<file path="config.mk">
export PLATFORM = sky130hd
export DESIGN_NAME = fifo_wr_arbiter
export DESIGN_NICKNAME = d
export VERILOG_FILES = /design/src/rtl/fifo_wr_arbiter.sv
export SDC_FILE = /design/constraint.sdc
export NUM_CORES = 1
export LEC_CHECK = 0
export ABC_AREA = 1
export BUFFER_PORTS_ARGS = -buffer_cell sky130_fd_sc_hd__buf_4
export CAP_MARGIN = 20
export CORE_UTILIZATION = 44
export DETAILED_ROUTE_END_ITERATION = 8
export PLACE_DENSITY = 0.77
export REMOVE_ABC_BUFFERS = 1
export SYNTH_ARGS = -nofsm -noshare
export SYNTH_HDL_FRONTEND = slang
export SYNTH_SLANG_ARGS = --single-unit
export TNS_END_PERCENT = 50
</file>
<file path="constraint.sdc">
create_clock -name clk -period 1.8 [get_ports clk]
set_input_delay 0.09 -clock clk [delete_from_list [all_inputs] [get_ports clk]]
set_output_delay 0.09 -clock clk [all_outputs]
set_load 0.005 [all_outputs]
</file>
<file path="src/rtl/fifo_wr_arbiter.sv">
// fifo_wr_arbiter: round-robin arbiter sharing one FIFO write port among
// N_REQ valid/ready requesters. It issues at most one write per cycle and
// throttles on full/almostfull so that a conforming FIFO never overflows.
// Every issued write is expected to be acknowledged one cycle after the FIFO
// samples it; a missing acknowledge is counted in drop_cnt (saturating) and
// latched in the sticky drop_err flag.
//
// Optional feature: define FIFO_ARB_BURST_EN to let a granted requester keep
// priority for up to BURST_LEN consecutive beats. Without the macro, priority
// rotates after every beat.
//
// Handshake: a beat from requester i transfers on a rising edge where
// req_valid[i] && req_ready[i]. req_ready is combinational, may depend on
// req_valid, and is one-hot or zero. A requester that is not ready must hold
// its valid and data stable; this block never drops a beat it accepted.
module fifo_wr_arbiter #(
  parameter int N_REQ      = 4,
  parameter int FIFO_WIDTH = 16,
  parameter int BURST_LEN  = 4,
  parameter int CNT_W      = 16
) (
  input  logic                          clk,
  input  logic                          rst,
  input  logic [N_REQ-1:0]              req_valid,
  input  logic [N_REQ*FIFO_WIDTH-1:0]   req_data,
  output logic [N_REQ-1:0]              req_ready,
  output logic                          fifo_wr_en,
  output logic [FIFO_WIDTH-1:0]         fifo_data_in,
  input  logic                          fifo_full,
  input  logic                          fifo_almostfull,
  input  logic                          fifo_wr_ack,
  output logic [$clog2(N_REQ)-1:0]      grant_id,
  output logic [CNT_W-1:0]              drop_cnt,
  output logic                          drop_err
);

  localparam int ID_W = $clog2(N_REQ);

  // Parameter sanity: the arbiter supports 2..8 requesters and a burst
  // length of at least one beat.
  localparam bit PARAMS_OK = (N_REQ >= 2) && (N_REQ <= 8) && (BURST_LEN >= 1);

  if (!PARAMS_OK) begin : g_bad_params
    $error("fifo_wr_arbiter: unsupported N_REQ or BURST_LEN");
  end

  // Arbitration state: the requester that took the most recent beat.
  logic [ID_W-1:0]       last_grant;
  // One write was driven last cycle; its acknowledge is due this cycle.
  logic                  ack_pend;

  // Combinational selection results.
  logic                  can_issue;
  logic                  sel_found;
  logic [ID_W-1:0]       sel_id;
  logic [ID_W-1:0]       cand;
  logic                  xfer;
  logic [FIFO_WIDTH-1:0] sel_data;

  // A write already in flight is not yet visible in the flags, so with
  // almostfull set it would fill the last slot; hold off for that cycle.
  always_comb begin
    can_issue = !fifo_full && !(fifo_almostfull && fifo_wr_en);
  end

`ifdef FIFO_ARB_BURST_EN
  localparam int BW = $clog2(BURST_LEN + 1);

  // Consecutive beats taken by last_grant in the current burst (0 = none).
  logic [BW-1:0] burst_cnt;
  logic          burst_hold;
  logic [BW-1:0] burst_nxt;

  // The current burst owner keeps priority while it stays valid and the
  // burst has not yet reached BURST_LEN beats.
  always_comb begin
    burst_hold = (burst_cnt != '0) && req_valid[last_grant];
    burst_nxt  = burst_hold ? (burst_cnt + BW'(1)) : BW'(1);
  end

  // Burst length tracking: stall cycles hold the count, a dropped valid
  // ends the burst, reaching BURST_LEN clears it so rotation resumes.
  always_ff @(posedge clk) begin
    if (rst) begin
      burst_cnt <= '0;
    end else if (xfer) begin
      burst_cnt <= (int'(burst_nxt) >= BURST_LEN) ? '0 : burst_nxt;
    end else if (!req_valid[last_grant]) begin
      burst_cnt <= '0;
    end
  end
`else
  logic burst_hold;

  // Without bursts priority always rotates after a beat.
  always_comb begin
    burst_hold = 1'b0;
  end
`endif

  // Round-robin pick: search from last_grant+1 and take the first valid
  // requester, unless a burst owner keeps priority.
  always_comb begin
    sel_found = 1'b0;
    sel_id    = '0;
    cand      = '0;
    if (burst_hold) begin
      sel_found = 1'b1;
      sel_id    = last_grant;
    end
    for (int off = 1; off <= N_REQ; off++) begin
      cand = ID_W'((int'(last_grant) + off) % N_REQ);
      if (!sel_found && req_valid[cand]) begin
        sel_found = 1'b1;
        sel_id    = cand;
      end
    end
  end

  // Ready goes only to the selected requester, and never during reset.
  always_comb begin
    xfer      = sel_found && can_issue && !rst;
    req_ready = xfer ? (N_REQ'(1) << sel_id) : '0;
    sel_data  = req_data[sel_id*FIFO_WIDTH +: FIFO_WIDTH];
  end

  // Registered write port and rotation pointer; data and id hold when idle.
  always_ff @(posedge clk) begin
    if (rst) begin
      fifo_wr_en   <= 1'b0;
      fifo_data_in <= '0;
      grant_id     <= '0;
      last_grant   <= ID_W'(N_REQ - 1);
    end else begin
      fifo_wr_en <= xfer;
      if (xfer) begin
        fifo_data_in <= sel_data;
        grant_id     <= sel_id;
        last_grant   <= sel_id;
      end
    end
  end

  // Acknowledge cross-check: a write driven last cycle must be acknowledged
  // now; an acknowledge with nothing pending is ignored. Reset abandons any
  // write still in flight.
  always_ff @(posedge clk) begin
    if (rst) begin
      ack_pend <= 1'b0;
      drop_cnt <= '0;
      drop_err <= 1'b0;
    end else begin
      ack_pend <= fifo_wr_en;
      if (ack_pend && !fifo_wr_ack) begin
        drop_err <= 1'b1;
        if (drop_cnt != '1) begin
          drop_cnt <= drop_cnt + CNT_W'(1);
        end
      end
    end
  end

endmodule
</file>
==> results.py, run 1 <==
metrics = {
    "run_status": {
        "outcome": "complete, but fails checks",
        "violations": "negative setup slack",
    },
    "cells_and_area": {
        "instances_no_fill": 640,
        "final_cell_area_mm2": 0.00410,
        "num_antenna_cells": 0,
        "drive_gt1_frac": 0.412,
        "mostFrequentLayoutCells": "nand2_1 (159), buf_4 (136), inv_1 (39), dfxtp_1 (37), nand3_1 (35)",
        "mostFrequentLayoutCell": "nand2_1",
        "fin_util": 0.697,
        "synthToLayoutAreaGrowth_pct": 53.0,
        "nets": 638,
    },
    "global_routing": {
        "overflow": 0,
        "grtUsageTotal": 0.247,
        "antenna_found_initial": 0,
        "grt_pass1_wl_um": 12500,
        "grt_pass1_vias": 2895,
        "grt_max_degree": 29,
    },
    "critical_path": {
        "path_max_fanout": 7,
        "critPathKind": "flop to output pin",
        "worstPathArrival_ns": 1.86,
        "startpoint_type": "flop",
        "cp.required_ns": 1.71,
        "regToRegSetupSlack_ns": -0.11,
        "cp-end-kind": "output pin",
    },
    "clocking": {
        "numCtsBuffers": 5,
        "clock-sinks": 39,
        "cts-root-buf": "clkbuf_8",
        "ctsHoldBuffers": 0,
        "tritoncts": "built",
        "clk_pin_slew_worst_paths_ns": 0.08,
        "cts_max_level": 2,
        "clk_latency_ns": 0.30,
        "cts_max_path_buffers": 2,
    },
    "floorplan": {
        "die-area_mm2": 0.00641,
        "start_util": 0.456,
        "dieWidth_um": 80.1,
        "num_io_pins": 113,
        "die_h_um": 80.1,
        "num_rows": 28,
        "coreArea_mm2": 0.00589,
    },
    "power_and_ir_drop": {
        "p_leak_nw": 2.18,
        "intPower_mw": 2.79,
        "power.switching_mw": 2.10,
        "peakVddDrop_v": 0.00153,
        "clkPwrFrac": 0.122,
        "p_seq_frac": 0.221,
        "p_per_area_mw_per_mm2": 1190,
        "p_comb_frac": 0.657,
        "p_sw_frac": 0.429,
    },
    "routing": {
        "drt_iter0_drc": 194,
        "drc": 0,
        "avgViaCountPerCell": 4.88,
        "first_pass_iters": 4,
        "vias": 3122,
        "totalWireLength_um": 8180,
        "ant_nets": 0,
        "avgRoutedWirePerCell_um": 12.8,
    },
    "timing": {
        "rsz0062_at_grt": "true",
        "setup-violations-final": 18,
        "skew_ns": 0.00769,
        "slew_headroom": 0.674,
        "clock.fmax_mhz": 514,
        "fin_hold_ws_ns": 0.0288,
        "drv_slew": 0,
        "min_period_ns": 1.95,
        "finalCritPeriodShare": 1.08,
        "layout_setup_ws_ns": -0.147,
        "hold_violations": 0,
        "worst-slew-pin-transition_ns": 0.485,
    },
    "placed_design": {
        "placed_cells": 614,
        "placed_area_mm2": 0.00368,
        "port_buffers": 112,
        "place_ws_ns": -0.00696,
        "gp_congestion": 0.932,
        "hpwlAfterDp_um": 5780,
    },
    "logic_synthesis": {
        "synth-seq-area-share": 0.291,
        "synth-seq-cells": 39,
        "yosysWarnings": 0,
        "synth_top_area_cell": "dfxtp_1",
        "synth_area_leaders": "dfxtp_1 (29%), nand2_1 (24%), nand3_2 (7.8%), nand3_1 (7.3%), inv_1 (5.9%)",
        "syn_area_mm2": 0.00268,
        "synth_top_area_frac": 0.291,
        "avgSynthCellArea_um2": 6.32,
        "ys_types": 32,
        "synthCells": 424,
    },
    "job": {
        "cap_violations": 0,
    },
    "min_path": {
        "hold_class": "input port to flop",
    },
}
## area by class of cell
class	count	area (um^2)
Clock buffer	6	72.6
Clock inverter	2	12.5
Fill cell	477	1780
Inverter	46	185
Multi-Input combinational cell	322	1710
Sequential cell	39	788
Tap cell	75	93.8
Timing Repair Buffer	149	1240
Timing Repair inverter	1	6.26
## critical path, cell delays in order (launching register included)
cell     delay (ns)
dfxtp_4        0.42
buf_6          0.12
inv_4          0.04
nand2_4        0.07
nand2_4        0.06
o21ai_4        0.17
nor2_2         0.06
nand2_2        0.10
nand2_4        0.11
buf_12         0.16
nor2_2         0.11
buf_4          0.12
## repair_timing
item	in CTS	in global routing
pin swaps	11	16
cloned	1	1
buffers inserted	10	8
gates resized for setup	27	31
endpoints found under the setup margin	17	23
## synthesized netlist by cell type (all sizes together)
cell type / number
nand2: 186
xor2: 2
nand3: 60
xnor2: 1
clkinv: 1
inv: 45
ha: 1
nand4: 5
nor4: 1
o21a: 1
o21ai: 12
clkbuf: 2
nor2: 30
and3: 1
buf: 15
o21bai: 1
dfxtp: 39
a31oi: 1
nor3: 4
or2: 1
a21oi: 15
## kinds of logic (layout without fill, tap and decap cells)
| logic type | count (synthesis) | in the layout | share of synthesized area |
|---|---|---|---|
| buffers and inverters | 63 | 204 | 0.127 |
| DFF | 39 | 39 | 0.291 |
| and+or+nand+nor | 288 | 288 | 0.508 |
| xor gates and xnor gates | 3 | 3 | 0.00980 |
| AOI/OAI and AO/OA | 30 | 30 | 0.0597 |
| adders and majority gates | 1 | 1 | 0.00467 |
## per-layer routing
metal  vias to the layer above  track usage  wire (um)
met2                       108        0.443       4100
met1                      1386        0.288       3470
met3                        16       0.0477        444
met4                         0       0.0982        171
li1                       1612            -          -
met5                         -            0          0
## through the flow
step | power [mW] | TNS, ns
floorplan | 2.49 | -8.94
global placement | 3.46 | 0
detailed placement | 3.51 | -0.0159
CTS | 4.35 | -1.30
global route | 5.21 | -3.42
finish | 4.89 | -1.81
## flip-flops by register name, summed over array words and instances (netlist names)
| register | cells |
|---|---|
| drop_cnt | 16 |
| grant_id | 2 |
| last_grant | 2 |
| fifo_data_in | 16 |
| fifo_wr_en | 1 |
| drop_err | 1 |
| ack_pend | 1 |
## path summary, 6_finish.rpt
kind | start | depth (start not counted) | end
max | last_grant[0]$_SDFFE_PP1P_ | 11 | req_ready[0]
min | rst | 2 | ack_pend$_SDFF_PP0_
max reg2reg | last_grant[0]$_SDFFE_PP1P_ | 16 | fifo_data_in[3]$_SDFFE_PP0P_
min reg2reg | grant_id[1]$_SDFFE_PP0P_ | 2 | grant_id[1]$_SDFFE_PP0P_
## power groups by stage
stage	Clock (mW)	Sequential, mW	Combinational, mW
final	0.594	1.08	3.21
after CTS	0.608	1.07	2.67
after global placement	0	1.07	2.39
after detailed placement	0	1.07	2.44
after floorplan	0	1.08	1.41
after global routing	0.644	1.10	3.46
(Power assumes the default switching activity.)
==> run 2, diff against run 1 <==
--- a/config.mk
+++ b/config.mk
@@ -11,7 +11,6 @@
 export CORE_UTILIZATION = 44
 export DETAILED_ROUTE_END_ITERATION = 8
 export PLACE_DENSITY = 0.77
-export REMOVE_ABC_BUFFERS = 1
 export SYNTH_ARGS = -nofsm -noshare
 export SYNTH_HDL_FRONTEND = slang
 export SYNTH_SLANG_ARGS = --single-unit
==> run 2 against run 1 <==
Net effect: the run still ends with negative setup slack left; worst hold slack worse by 0.0040 ns; register-to-register slack is essentially flat; non-clock buffer count shrank 1; worst setup slack gained 0.045 ns; critical path depth is 6 higher; clock-buffer cell count up 1; clock skew shrank 0.0035 ns; combinational power down 11%; first-iteration DRC count fell by 0.52%; maximum frequency up 2.3%; die area stayed put; final area shrank 2.6%; largest power group unchanged.
==> results.py, run 2 (same netlist as run 1, synthesis figures left out) <==
metrics = {
    "timing": {
        "hold_violations": 0,
        "drv_slew": 0,
        "setup-violations-final": 19,
        "finalCritPeriodShare": 1.06,
        "rsz0062_at_grt": "true",
        "min_period_ns": 1.90,
        "layout_setup_ws_ns": -0.103,
        "worst-slew-pin-transition_ns": 0.549,
        "skew_ns": 0.00420,
        "clock.fmax_mhz": 526,
        "slew_headroom": 0.631,
    },
    "clocking": {
        "clock-sinks": 39,
        "clk_pin_slew_worst_paths_ns": 0.08,
        "tritoncts": "built",
        "clk_latency_ns": 0.29,
        "numCtsBuffers": 5,
        "ctsHoldBuffers": 0,
        "cts_max_level": 2,
        "cts-root-buf": "clkbuf_8",
        "cts_max_path_buffers": 2,
    },
    "critical_path": {
        "startpoint_type": "flop",
        "cp.required_ns": 1.99,
        "r2r_start": "last_grant[0]$_SDFFE_PP1P_",
        "critPathKind": "flop to flop",
        "regToRegSetupSlack_ns": -0.10,
        "worstRegToRegCells": 17,
        "cp-end-kind": "flop",
        "reg2reg_to": "fifo_data_in[14]$_SDFFE_PP0P_",
        "worstPathArrival_ns": 2.10,
        "path_max_fanout": 7,
    },
    "global_routing": {
        "grt_pass1_wl_um": 12500,
        "antenna_found_initial": 0,
        "gr-usage-met1": 0.291,
        "use_met3": 0.0432,
        "grt_pass1_vias": 2865,
        "busiest_layer": "met2",
        "overflow": 0,
        "use_met2": 0.438,
        "grtUsageTotal": 0.249,
        "grt_max_degree": 28,
    },
    "min_path": {
        "min_to": "ack_pend$_SDFF_PP0_",
        "min_path_cells": 2,
        "hold_class": "input port to flop",
        "hp-start": "rst",
    },
    "cells_and_area": {
        "reg_top3": "drop_cnt (16), fifo_data_in (16)",
        "mostFrequentLayoutCell": "nand2_1",
        "final_cell_area_mm2": 0.00400,
        "mostFrequentLayoutCells": "nand2_1 (161), buf_4 (140), inv_1 (38), dfxtp_1 (37), nand3_1 (35)",
        "drive_gt1_frac": 0.403,
        "instances_no_fill": 638,
        "nets": 636,
        "synthToLayoutAreaGrowth_pct": 49.0,
        "num_antenna_cells": 0,
    },
    "routing": {
        "avgRoutedWirePerCell_um": 12.9,
        "drt_iter0_drc": 193,
        "vias": 3160,
        "totalWireLength_um": 8260,
        "drc": 0,
        "ant_nets": 0,
        "avgViaCountPerCell": 4.95,
        "first_pass_iters": 4,
    },
    "power_and_ir_drop": {
        "p_per_area_mw_per_mm2": 1130,
        "p_sw_frac": 0.431,
        "p_leak_nw": 2.13,
        "clkPwrFrac": 0.128,
        "peakVddDrop_v": 0.000779,
        "power.switching_mw": 1.94,
        "p_seq_frac": 0.238,
        "intPower_mw": 2.56,
        "p_comb_frac": 0.634,
    },
    "placed_design": {
        "port_buffers": 112,
        "placed_area_mm2": 0.00369,
        "hpwlAfterDp_um": 6070,
        "placed_cells": 617,
        "gp_congestion": 0.931,
    },
    "floorplan": {
        "num_io_pins": 113,
        "start_util": 0.456,
        "die_h_um": 80.1,
        "dieWidth_um": 80.1,
        "coreArea_mm2": 0.00589,
        "die-area_mm2": 0.00641,
        "num_rows": 28,
    },
    "job": {
        "cap_violations": 0,
    },
    "logic_synthesis": {
        "synth.net_count": 498,
    },
    "run_status": {
        "outcome": "complete, but fails checks",
        "violations": "negative setup slack",
    },
}
==> run 2: metal layers <==
metal / vias up / wire, um / part of all wire
li1: 1605 / - / -
met1: 1414 / 3380 / 0.41
met2: 117 / 4120 / 0.50
met3: 24 / 500 / 0.061
met4: 0 / 264 / 0.032
met5: - / 0 / 0
==> run 2: critical path: stages (launching register included) <==
cell,delay (ns)
dfxtp_4,0.38
buf_6,0.13
nand2_2,0.08
nand2_4,0.06
nand2_4,0.08
nand2_4,0.06
nor2_2,0.07
nand2_1,0.06
nand2_2,0.08
nand2_4,0.08
buf_12,0.13
buf_4,0.15
nand2_1,0.07
nand2_1,0.07
nand2_1,0.09
nand3_1,0.10
nand2_1,0.07
inv_1,0.04
==> run 2: power by group through the flow <==
stage / combinational, mW / sequential [mW] / clock, mW
3_5_place_dp: 2.44 / 1.08 / 0
2_1_floorplan: 1.76 / 1.06 / 0
5_1_grt: 3.14 / 1.08 / 0.632
6_report: 2.86 / 1.07 / 0.576
4_1_cts: 2.69 / 1.07 / 0.587
3_3_place_gp: 2.43 / 1.08 / 0
==> run 2: timing repair <==
item / in CTS / in global routing
gates cloned: 0 / 1
resized for setup: 21 / 20
setup buffers: 12 / 1
pin swaps: 10 / 13
endpoints found under the setup margin: 20 / 28
==> run 2: metrics by stage <==
stage | TNS (ns) | util | hold WS (ns) | worst slack, ns | total power, mW
2_1_floorplan | 0 | - | 0.308 | 0.144 | 2.82
3_3_place_gp | -0.626 | 0.627 | 0.330 | -0.0850 | 3.51
3_5_place_dp | -1.21 | 0.627 | 0.330 | -0.114 | 3.52
4_1_cts | -0.160 | 0.663 | 0.0170 | -0.0799 | 4.35
5_1_grt | -2.66 | 0.679 | 0.0167 | -0.224 | 4.85
6_report | -0.978 | 0.679 | 0.0248 | -0.103 | 4.51
==> run 2: worst max path at each step <==
stage	startpoint	to	cells past startpoint
finish	last_grant[0]$_SDFFE_PP1P_	fifo_data_in[14]$_SDFFE_PP0P_	17
global route	last_grant[0]$_SDFFE_PP1P_	fifo_data_in[14]$_SDFFE_PP0P_	17
CTS	last_grant[0]$_SDFFE_PP1P_	req_ready[1]	12
detailed placement	last_grant[0]$_SDFFE_PP1P_	fifo_data_in[12]$_SDFFE_PP0P_	14
global placement	last_grant[0]$_SDFFE_PP1P_	fifo_data_in[12]$_SDFFE_PP0P_	14
floorplan	last_grant[0]$_SDFFE_PP1P_	fifo_data_in[10]$_SDFFE_PP0P_	16
==> run 2: final cells by class <==
class,count,area (um^2)
flip-flops and latches,39,786
clock inverters,1,5.00
fillers,474,1890
inverters,46,178
repair buffers,148,1190
multi-input cells,322,1670
clock buffers,7,76.3
well taps,75,93.8
==> run 3, diff against run 2 <==
--- a/config.mk
+++ b/config.mk
@@ -5,12 +5,11 @@
 export SDC_FILE = /design/constraint.sdc
 export NUM_CORES = 1
 export LEC_CHECK = 0
-export ABC_AREA = 1
 export BUFFER_PORTS_ARGS = -buffer_cell sky130_fd_sc_hd__buf_4
 export CAP_MARGIN = 20
-export CORE_UTILIZATION = 44
+export CORE_UTILIZATION = 40
 export DETAILED_ROUTE_END_ITERATION = 8
-export PLACE_DENSITY = 0.77
+export PLACE_DENSITY = 0.76
 export SYNTH_ARGS = -nofsm -noshare
 export SYNTH_HDL_FRONTEND = slang
 export SYNTH_SLANG_ARGS = --single-unit
==> run 3 against run 2 <==
Net effect: the flow now finishes without violations; routed wire length fell by 20%; non-clock buffer count down 18; largest power group is now registers; via count fell by 25%.
==> results.py, run 3 <==
metrics = {
    "run_status": {
        "outcome": "finished clean",
    },
    "global_routing": {
        "grt_pass1_vias": 2216,
        "antenna_found_initial": 0,
        "overflow": 0,
        "grt_pass1_wl_um": 10200,
        "grtUsageTotal": 0.242,
        "grt_max_degree": 35,
    },
    "placed_design": {
        "placed_area_mm2": 0.00306,
        "hpwlAfterDp_um": 4810,
        "gp_congestion": 0.829,
        "port_buffers": 112,
    },
    "timing": {
        "setup-violations-final": 0,
        "drv_slew": 0,
        "worst-slew-pin-transition_ns": 0.377,
        "skew_ns": 0.00905,
        "slew_headroom": 0.746,
        "fin_hold_ws_ns": 0.0256,
        "setup-tns-final_ns": 0,
        "rsz0062_at_grt": "true",
        "hold_violations": 0,
        "clock.fmax_mhz": 575,
        "min_period_ns": 1.74,
        "finalCritPeriodShare": 0.966,
    },
    "min_path": {
        "hold_class": "input port to flop",
        "hp-start": "req_data[19]",
    },
    "clocking": {
        "cts-root-buf": "clkbuf_8",
        "cts_max_level": 2,
        "numCtsBuffers": 5,
        "tritoncts": "built",
        "cts_max_path_buffers": 2,
        "clk_pin_slew_worst_paths_ns": 0.09,
        "clock-sinks": 39,
        "clk_latency_ns": 0.30,
        "ctsHoldBuffers": 0,
    },
    "power_and_ir_drop": {
        "p_total_mw": 2.12,
        "peakVddDrop_v": 0.000366,
        "p_per_area_mw_per_mm2": 659,
        "p_leak_nw": 1.39,
    },
    "job": {
        "cap_violations": 0,
    },
    "logic_synthesis": {
        "synthFlopType": "dfxtp_1",
        "yosysMostFrequentCell": "dfxtp_1",
        "ys_types": 43,
        "syn_area_mm2": 0.00207,
        "synth-seq-area-share": 0.377,
        "yosysWarnings": 0,
        "avgSynthCellArea_um2": 8.32,
        "synth-seq-cells": 39,
        "netlist_top_cells_count": "dfxtp_1 (39), nand3_1 (37), nor2_1 (29)",
        "synth_top_area_cell": "dfxtp_1",
        "async_flop_share": 0,
        "synthCells": 249,
        "synth.net_count": 323,
        "synth_top_area_frac": 0.377,
        "synth_enable_flop_cells": 0,
        "synth_area_leaders": "dfxtp_1 (38%), nand3_1 (8.9%), mux2i_1 (8.2%), o2111ai_1 (6.8%), xnor2_1 (5.5%)",
    },
    "routing": {
        "ant_nets": 0,
        "totalWireLength_um": 6640,
        "avgRoutedWirePerCell_um": 15.1,
        "first_pass_iters": 4,
        "avgViaCountPerCell": 5.38,
        "vias": 2369,
        "drc": 0,
        "drt_iter0_drc": 95,
    },
    "floorplan": {
        "coreArea_mm2": 0.00485,
        "dieWidth_um": 74.0,
        "num_io_pins": 113,
        "die_h_um": 74.0,
        "die-area_mm2": 0.00547,
        "start_util": 0.427,
        "num_rows": 25,
    },
    "critical_path": {
        "path_max_fanout": 17,
        "crit_chain": "nor2b_1, o21ai_1, o311a_1, buf_12, nor2_1, buf_4",
        "critPathTopFamily": "compound AO/OA/AOI/OAI gates",
        "crit_slowest_cell": "dfxtp_1",
        "startpoint": "last_grant[0]$_SDFFE_PP1P_",
        "critical_path_buf_inv_count": 2,
        "critPathKind": "flop to output pin",
        "cp-end-kind": "output pin",
        "cp_slowest_stage_delay_ns": 0.37,
        "worstPathArrival_ns": 1.65,
        "r2r_start": "last_grant[0]$_SDFFE_PP1P_",
        "cp.required_ns": 1.71,
        "regToRegSetupSlack_ns": 0.10,
        "startpoint_type": "flop",
    },
    "cells_and_area": {
        "synthToLayoutAreaGrowth_pct": 55.4,
        "num_antenna_cells": 0,
        "fin_util": 0.664,
        "reg_top3": "drop_cnt (16), fifo_data_in (16)",
        "final_cell_area_mm2": 0.00322,
        "mostFrequentLayoutCell": "buf_4",
        "mostFrequentLayoutCells": "buf_4 (127), dfxtp_1 (39), nand3_1 (37), nor2_1 (28), nand2_1 (26)",
        "nets": 446,
        "nFillCells": 425,
        "drive_gt1_frac": 0.408,
    },
}
## run 3: cell types whose count changed after synthesis, sizes merged, moves of 5 or more
cell and change:
inv -44, nand2 -158, a211oi +5, nand3 -22
xnor2 +12, o21ai -10, buf -5, a21oi -7
o2111ai +16, mux2i +17
## run 3: worst reg2reg max path, stage by stage (launching register included)
cell and delay, ns:
dfxtp_1 0.37, nor2b_1 0.08, o21ai_1 0.22, o311a_1 0.28
buf_4 0.15, clkbuf_16 0.17, mux2i_1 0.21, o2111ai_1 0.11
## run 3: metal layers
layer | wire length (um) | GRT usage | vias up
li1 | - | - | 1152
met1 | 2580 | 0.281 | 1086
met2 | 3290 | 0.413 | 119
met3 | 622 | 0.0732 | 12
met4 | 144 | 0.105 | 0
met5 | 0 | 0 | -
## run 3: final cells by class
type / count / area [um^2] / share of cell area
Tap cell: 67 / 83.8 / 0.0260
Multi-Input combinational cell: 195 / 1240 / 0.385
Clock buffer: 5 / 68.8 / 0.0214
Timing Repair Buffer: 130 / 1020 / 0.316
Clock inverter: 3 / 23.8 / 0.00739
Sequential cell: 39 / 781 / 0.243
Inverter: 1 / 3.75 / 0.00117
## run 3: final timing paths
kind / end / depth (start not counted)
max: req_ready[1] / 6
min: fifo_data_in[3]$_SDFFE_PP0P_ / 3
max reg2reg: fifo_data_in[12]$_SDFFE_PP0P_ / 7
min reg2reg: fifo_data_in[9]$_SDFFE_PP0P_ / 2
## run 3: through the flow
step | std cells | setup WS (ns)
6_report | 440 | 0.0609
4_1_cts | 438 | 0.0745
3_3_place_gp | 429 | 0.180
2_1_floorplan | 249 | 0.242
5_1_grt | 440 | -0.0335
3_5_place_dp | 429 | 0.134
## run 3: power breakdown
| group | total [mW] | switching [mW] | internal, mW |
|---|---|---|---|
| logic | 0.528 | 0.232 | 0.296 |
| clock network | 0.637 | 0.360 | 0.278 |
| registers | 0.954 | 0.0359 | 0.918 |
| total | 2.12 | 0.628 | 1.49 |
## run 3: cells by family after synthesis
family	Yosys count	share of synthesized area
muxes	17	0.0822
adders and majority gates	1	0.00604
xor gates and xnor gates	13	0.0550
DFF	39	0.377
and+or+nand+nor	126	0.300
buffers and inverters	15	0.0387
AOI/OAI and AO/OA	38	0.141
## run 3: repair_timing
| action | CTS | global route |
|---|---|---|
| pin swaps | 1 | 2 |
| cloned | 0 | 1 |
| buffers inserted | 1 | 1 |
| setup endpoints to repair | 4 | 6 |
| gates resized for setup | 3 | 3 |
